### config.mk
export PLATFORM = sky130hd
export DESIGN_NAME = rx_payload_extractor
export DESIGN_NICKNAME = d
export VERILOG_FILES = /design/src/rtl/rx_link_pkg.sv /design/src/rtl/rx_seq_checker.sv /design/src/rtl/rx_payload_extractor.sv
export SDC_FILE = /design/constraint.sdc
export NUM_CORES = 1
export LEC_CHECK = 0
export CAP_MARGIN = 20
export CORE_ASPECT_RATIO = 1.1
export CORE_MARGIN = 2
export CORE_UTILIZATION = 45
export CTS_BUF_LIST = sky130_fd_sc_hd__clkbuf_8 sky130_fd_sc_hd__clkbuf_16
export DETAILED_ROUTE_END_ITERATION = 8
export PLACE_DENSITY = 0.87
export SLEW_MARGIN = 20
export SYNTH_ARGS = -nofsm -noshare
export SYNTH_HDL_FRONTEND = slang
export SYNTH_SLANG_ARGS = --single-unit
export TNS_END_PERCENT = 1
### constraint.sdc
create_clock -name rx_clk -period 2.2 [get_ports rx_clk]
set_clock_uncertainty 0.1 [all_clocks]
set_input_delay 0.44 -clock rx_clk [delete_from_list [all_inputs] [get_ports rx_clk]]
set_output_delay 0.44 -clock rx_clk [all_outputs]
set_load 0.005 [all_outputs]
### src/rtl/rx_link_pkg.sv
// Shared types and constants for the GTP receive payload path:
// link FSM states, received-word classes and the IDLE pattern defaults.
package rx_link_pkg;

    typedef enum logic [1:0] {
        ST_LOS    = 2'd0,
        ST_ALIGN  = 2'd1,
        ST_LINKED = 2'd2
    } link_state_e;

    typedef enum logic [1:0] {
        WC_IDLE = 2'd0,
        WC_DATA = 2'd1,
        WC_ERR  = 2'd2
    } word_class_e;

    localparam logic [15:0] IDLE_WORD_DEF = 16'h50BC;  // K28.5 in the low byte
    localparam logic [1:0]  IDLE_K_DEF    = 2'b01;

    // A word is IDLE only with the exact K pattern and value; any K flag
    // that does not form an IDLE is a code error.
    function automatic word_class_e classify_word(
        input logic [15:0] data,
        input logic [1:0]  charisk,
        input logic [15:0] idle_word,
        input logic [1:0]  idle_k
    );
        word_class_e cls;
        if ((charisk == idle_k) && (data == idle_word)) begin
            cls = WC_IDLE;
        end else if (charisk == 2'b00) begin
            cls = WC_DATA;
        end else begin
            cls = WC_ERR;
        end
        return cls;
    endfunction

endpackage

### src/rtl/rx_seq_checker.sv
// Incrementing-counter checker for received payload words.
// The first word after link-up seeds the expected value; every later word,
// written or dropped, is compared and the expectation always resyncs to
// the received word plus one. The mismatch count saturates.
module rx_seq_checker (
    input  logic        clk,
    input  logic        rst_n,
    input  logic        i_clr,
    input  logic        i_vld,
    input  logic [15:0] i_data,
    output logic [15:0] o_err_cnt
);

    logic        r_seeded;
    logic [15:0] r_expected;
    logic [15:0] r_err_cnt;

    // Track expected value and count mismatches while linked
    always_ff @(posedge clk or negedge rst_n) begin
        if (!rst_n) begin
            r_seeded   <= 1'b0;
            r_expected <= 16'h0000;
            r_err_cnt  <= 16'h0000;
        end else if (i_clr) begin
            r_seeded <= 1'b0;
        end else if (i_vld) begin
            if (r_seeded && (i_data != r_expected) && (r_err_cnt != 16'hFFFF)) begin
                r_err_cnt <= r_err_cnt + 16'h0001;
            end
            r_expected <= i_data + 16'h0001;
            r_seeded   <= 1'b1;
        end
    end

    assign o_err_cnt = r_err_cnt;

endmodule

### src/rtl/rx_payload_extractor.sv
// Receive payload extractor: locks onto the IDLE stream from the GTP RX
// interface, strips IDLEs and writes payload words into the receive FIFO.
// Decisions are taken on the edge that samples a word and presented on
// the following edge, so every output lags its input word by one cycle.
// Optional sequence checker: define RX_SEQ_CHECK_EN.
module rx_payload_extractor
    import rx_link_pkg::*;
#(
    parameter logic [15:0] IDLE_WORD  = IDLE_WORD_DEF,
    parameter logic [1:0]  IDLE_K     = IDLE_K_DEF,
    parameter int unsigned LOCK_COUNT = 8,
    parameter int unsigned ERR_LIMIT  = 4
) (
    input  logic        rx_clk,
    input  logic        reset_n,
    input  logic        rxinit_done,
    input  logic [15:0] rx_data,
    input  logic [1:0]  rx_charisk,
    input  logic        fifo_full,
    output logic        fifo_wr_en,
    output logic [15:0] fifo_din,
    output logic        link_up,
    output logic        overflow,
    output logic [15:0] seq_err_cnt
);

    localparam logic [7:0] LOCK_LIM = 8'(LOCK_COUNT);
    localparam logic [3:0] ERR_LIM  = 4'(ERR_LIMIT);

    word_class_e w_class;
    link_state_e r_state, w_state_nxt;
    logic [7:0]  r_lock_cnt, w_lock_nxt;
    logic [3:0]  r_err_cnt, w_err_nxt;
    logic        w_wr, w_drop;
    logic        r_wr_s1, r_drop_s1;
    logic [15:0] r_din_s1;

    assign w_class = classify_word(rx_data, rx_charisk, IDLE_WORD, IDLE_K);

    // Link FSM and lock/error counters
    always_ff @(posedge rx_clk or negedge reset_n) begin
        if (!reset_n) begin
            r_state    <= ST_LOS;
            r_lock_cnt <= 8'd0;
            r_err_cnt  <= 4'd0;
        end else begin
            r_state    <= w_state_nxt;
            r_lock_cnt <= w_lock_nxt;
            r_err_cnt  <= w_err_nxt;
        end
    end

    // Next-state, counter updates and write/drop decision for the sampled word
    always_comb begin
        w_state_nxt = r_state;
        w_lock_nxt  = r_lock_cnt;
        w_err_nxt   = r_err_cnt;
        w_wr        = 1'b0;
        w_drop      = 1'b0;
        if (!rxinit_done) begin
            w_state_nxt = ST_LOS;
            w_lock_nxt  = 8'd0;
            w_err_nxt   = 4'd0;
        end else begin
            case (r_state)
                ST_LOS: begin
                    w_state_nxt = ST_ALIGN;
                    w_lock_nxt  = 8'd0;
                    w_err_nxt   = 4'd0;
                end
                ST_ALIGN: begin
                    if (w_class == WC_IDLE) begin
                        if ((r_lock_cnt + 8'd1) == LOCK_LIM) begin
                            w_state_nxt = ST_LINKED;
                            w_lock_nxt  = 8'd0;
                            w_err_nxt   = 4'd0;
                        end else begin
                            w_lock_nxt = r_lock_cnt + 8'd1;
                        end
                    end else begin
                        w_lock_nxt = 8'd0;
                    end
                end
                ST_LINKED: begin
                    case (w_class)
                        WC_DATA: begin
                            w_err_nxt = 4'd0;
                            if (fifo_full) begin
                                w_drop = 1'b1;
                            end else begin
                                w_wr = 1'b1;
                            end
                        end
                        WC_IDLE: begin
                            w_err_nxt = 4'd0;
                        end
                        WC_ERR: begin
                            if ((r_err_cnt + 4'd1) == ERR_LIM) begin
                                w_state_nxt = ST_ALIGN;
                                w_lock_nxt  = 8'd0;
                                w_err_nxt   = 4'd0;
                            end else begin
                                w_err_nxt = r_err_cnt + 4'd1;
                            end
                        end
                        default: begin
                            w_err_nxt = r_err_cnt;
                        end
                    endcase
                end
                default: begin
                    w_state_nxt = ST_LOS;
                    w_lock_nxt  = 8'd0;
                    w_err_nxt   = 4'd0;
                end
            endcase
        end
    end

    // First pipeline stage: capture the decision made for the sampled word
    always_ff @(posedge rx_clk or negedge reset_n) begin
        if (!reset_n) begin
            r_wr_s1   <= 1'b0;
            r_drop_s1 <= 1'b0;
            r_din_s1  <= 16'h0000;
        end else begin
            r_wr_s1   <= w_wr;
            r_drop_s1 <= w_drop;
            r_din_s1  <= rx_data;
        end
    end

    // Output registers; fifo_din holds the last written word, overflow is sticky
    always_ff @(posedge rx_clk or negedge reset_n) begin
        if (!reset_n) begin
            fifo_wr_en <= 1'b0;
            fifo_din   <= 16'h0000;
            link_up    <= 1'b0;
            overflow   <= 1'b0;
        end else begin
            fifo_wr_en <= r_wr_s1;
            if (r_wr_s1) begin
                fifo_din <= r_din_s1;
            end
            link_up  <= (r_state == ST_LINKED);
            overflow <= overflow | r_drop_s1;
        end
    end

`ifdef RX_SEQ_CHECK_EN
    logic w_seq_vld;
    logic w_seq_clr;

    // Every DATA word seen while linked is checked, dropped ones included
    assign w_seq_vld = rxinit_done && (r_state == ST_LINKED) && (w_class == WC_DATA);
    assign w_seq_clr = (r_state != ST_LINKED);

    rx_seq_checker u_seq_checker (
        .clk       (rx_clk),
        .rst_n     (reset_n),
        .i_clr     (w_seq_clr),
        .i_vld     (w_seq_vld),
        .i_data    (rx_data),
        .o_err_cnt (seq_err_cnt)
    );
`else
    assign seq_err_cnt = 16'h0000;
`endif

endmodule
==> results.json <==
{
  "dp_cells": 280,
  "track_usage_pct": 17.7,
  "finalHoldViolations": 0,
  "yosys_warnings": 0,
  "crit_path_start_kind": "input pin",
  "crit_required_ns": 2.31,
  "final_common_cell": "dfrtp_1",
  "numCtsBuffers": 5,
  "grt_first_pass_wirelength_mm": 7.39,
  "worst_slack_ns": 0.118,
  "start_util_pct": 46.9,
  "peakVddDrop_v": 0.000283,
  "ys_ff_latch": 51,
  "core_mm2": 0.00465,
  "cap_viol_max_count": 0,
  "antenna_found_initial": 0,
  "synth_area_mm2": 0.00218,
  "synth-async-reset-ratio_pct": 100,
  "multi_input_area_um2": 822,
  "path_max_fanout": 4,
  "vias": 1523,
  "netlist_instances": 173,
  "fin_util_pct": 60.1,
  "fin_cells": 289,
  "num_rows": 26,
  "max-slew-margin-rel_pct": 54.2,
  "cts_setup_buffers": 0,
  "rsz0062_at_grt": "false",
  "end_kind": "flip-flop",
  "hp-class": "reg2reg",
  "place_ws_ns": -0.294,
  "fillers": 354,
  "final_cell_mix": "dfrtp_1 (51), clkdlybuf4s50_1 (39), mux2_2 (17), conb_1 (16), buf_4 (15)",
  "worst_pin_slew_ns": 0.687,
  "layout_min_cycle_time_ns": 2.08,
  "arrival_ns": 2.19,
  "overflow": 0,
  "fp.dieW_um": 70.4,
  "gp_congestion": 0.821,
  "via_per_inst": 5.27,
  "cts_tree": "done",
  "powerDensity_mw_per_mm2": 579,
  "die-area_mm2": 0.00542,
  "drc": 0,
  "finalPower_mw": 1.62,
  "outcome": "complete, no violations",
  "regArea_mm2": 0.00128,
  "synth_edf_count": 0,
  "grt_pass1_vias": 1501,
  "drtIter0Drc": 72,
  "grt_max_degree": 27,
  "worstSetupPathType": "in2reg",
  "tns_ns": 0,
  "cts_max_path_buffers": 2,
  "p_leak_nw": 1.32,
  "cts.sinks": 51,
  "finalCritPeriodShare_pct": 94.6,
  "setup_viol": 0,
  "num_antenna_cells": 0,
  "clock_latency_ns": 0.31,
  "ys.flop_type": "dfrtp_1",
  "max_freq_mhz": 480,
  "wl_per_cell_um": 15.3,
  "root_buffer": "clkbuf_8",
  "portBuffers": 40,
  "htreeDepth": 2,
  "ioPinCount": 57,
  "die_y_um": 77.0,
  "ant_nets": 0,
  "firstDrtPassIters": 4,
  "synth.distinct_cells": 42,
  "hpwl_mm": 3.31,
  "ys_seq_area_share_pct": 58.6,
  "clkTransAtPathRegs_ns": 0.10,
  "synthToLayoutAreaGrowth_pct": 28.3,
  "layout-drive-gt1-share_pct": 22.3,
  "nets": 257,
  "finalWirelength_mm": 4.42,
  "slew_violations": 0,
  "synth_area_per_cell_um2": 12.6
}
==> state kept, by name, indices dropped and copies added, names as in the netlist <==
register	cells
fifo_din	16
fifo_wr_en	1
link_up	1
overflow	1
r_din_s1	16
r_drop_s1	1
r_err_cnt	4
r_lock_cnt	8
r_state	2
r_wr_s1	1
==> final cells by class <==
type	instances	area share [%]
clock inverters	2	0.582
flip-flops and latches	51	45.6
clock buffers	6	2.95
well taps	56	2.51
repair buffers	56	18.5
inverters	3	0.403
multi-input cells	115	29.4
==> layer usage <==
metal	share of wire, %	global-route usage, %	wire length, um	up-vias
li1	-	-	-	711
met1	41	21.9	1820	753
met2	52	29.7	2280	51
met3	5.4	4.47	239	8
met4	1.6	6.54	72	0
met5	0	0	0	-
==> per-stage QoR <==
stage | hold WS [ns] | cell area (um^2)
finish | 0.351 | 2800
detailed placement | 0.185 | 2680
global placement | 0.180 | 2680
global route | 0.363 | 2800
CTS | 0.350 | 2790
floorplan | 0.0444 | 2240
==> what timing repair did <==
item | 4_1_cts | 5_1_grt
resized for setup | 0 | 2
hold endpoints to repair | 6 | 0
endpoints found under the setup margin | 0 | 8
hold buffers | 1 | 0
==> worst max-delay path, stage by stage <==
cell             delay (ns)
clkdlybuf4s50_1        0.44
nor4_1                 0.36
nand2_1                0.17
buf_4                  0.17
o22a_2                 0.21
nor2b_2                0.19
a22o_1                 0.22
==> Yosys cell counts (2+ instances only) <==
| cell | count | area (um^2) |
|---|---|---|
| o21ai_0 | 2 | 10.0 |
| or2_2 | 2 | 12.5 |
| and3_1 | 4 | 25.0 |
| a22o_1 | 5 | 43.8 |
| nor2b_1 | 3 | 18.8 |
| nand2_1 | 8 | 30.0 |
| dfrtp_1 | 51 | 1280 |
| nand3_1 | 5 | 25.0 |
| buf_4 | 16 | 120 |
| nor3_1 | 5 | 25.0 |
| nor2_1 | 3 | 11.3 |
| ha_1 | 3 | 37.5 |
| nand2b_1 | 4 | 25.0 |
| or3_1 | 2 | 12.5 |
| a21oi_1 | 6 | 30.0 |
| xor2_1 | 2 | 17.5 |
| inv_1 | 3 | 11.3 |
| clkbuf_1 | 2 | 7.51 |
| a31o_2 | 2 | 17.5 |
| mux2_2 | 17 | 191 |
| nor4_1 | 2 | 12.5 |
| and4_1 | 2 | 17.5 |
| a21o_1 | 4 | 30.0 |
| xnor2_1 | 2 | 17.5 |
==> cell families after synthesis <==
group | synth area share [%]
other cells | 0.172
simple gates | 12.6
fa+ha+maj | 1.72
xor+xnor | 1.61
flops | 58.6
buf+inv | 6.60
compound gates | 9.93
mux | 8.78
==> path summary, 6_finish.rpt <==
path,cells after the start,start,end,slack (ns)
setup / recovery,7,rx_data[9],r_err_cnt[1],0.12
min in group asynchronous,2,reset_n,r_din_s1[9],0.39
max in group asynchronous,3,reset_n,fifo_din[14],1.06
setup reg to reg,7,r_lock_cnt[0],r_lock_cnt[0],0.22
hold reg to reg,1,r_drop_s1,overflow,0.35
hold / removal,1,r_drop_s1,overflow,0.35
==> report_power, final <==
group          internal, mW  switching (mW)
clock network         0.257           0.311
registers             0.952         0.00486
logic                0.0483          0.0456
total                  1.26           0.361
No activity file was read; power rests on OpenSTA's default activity.
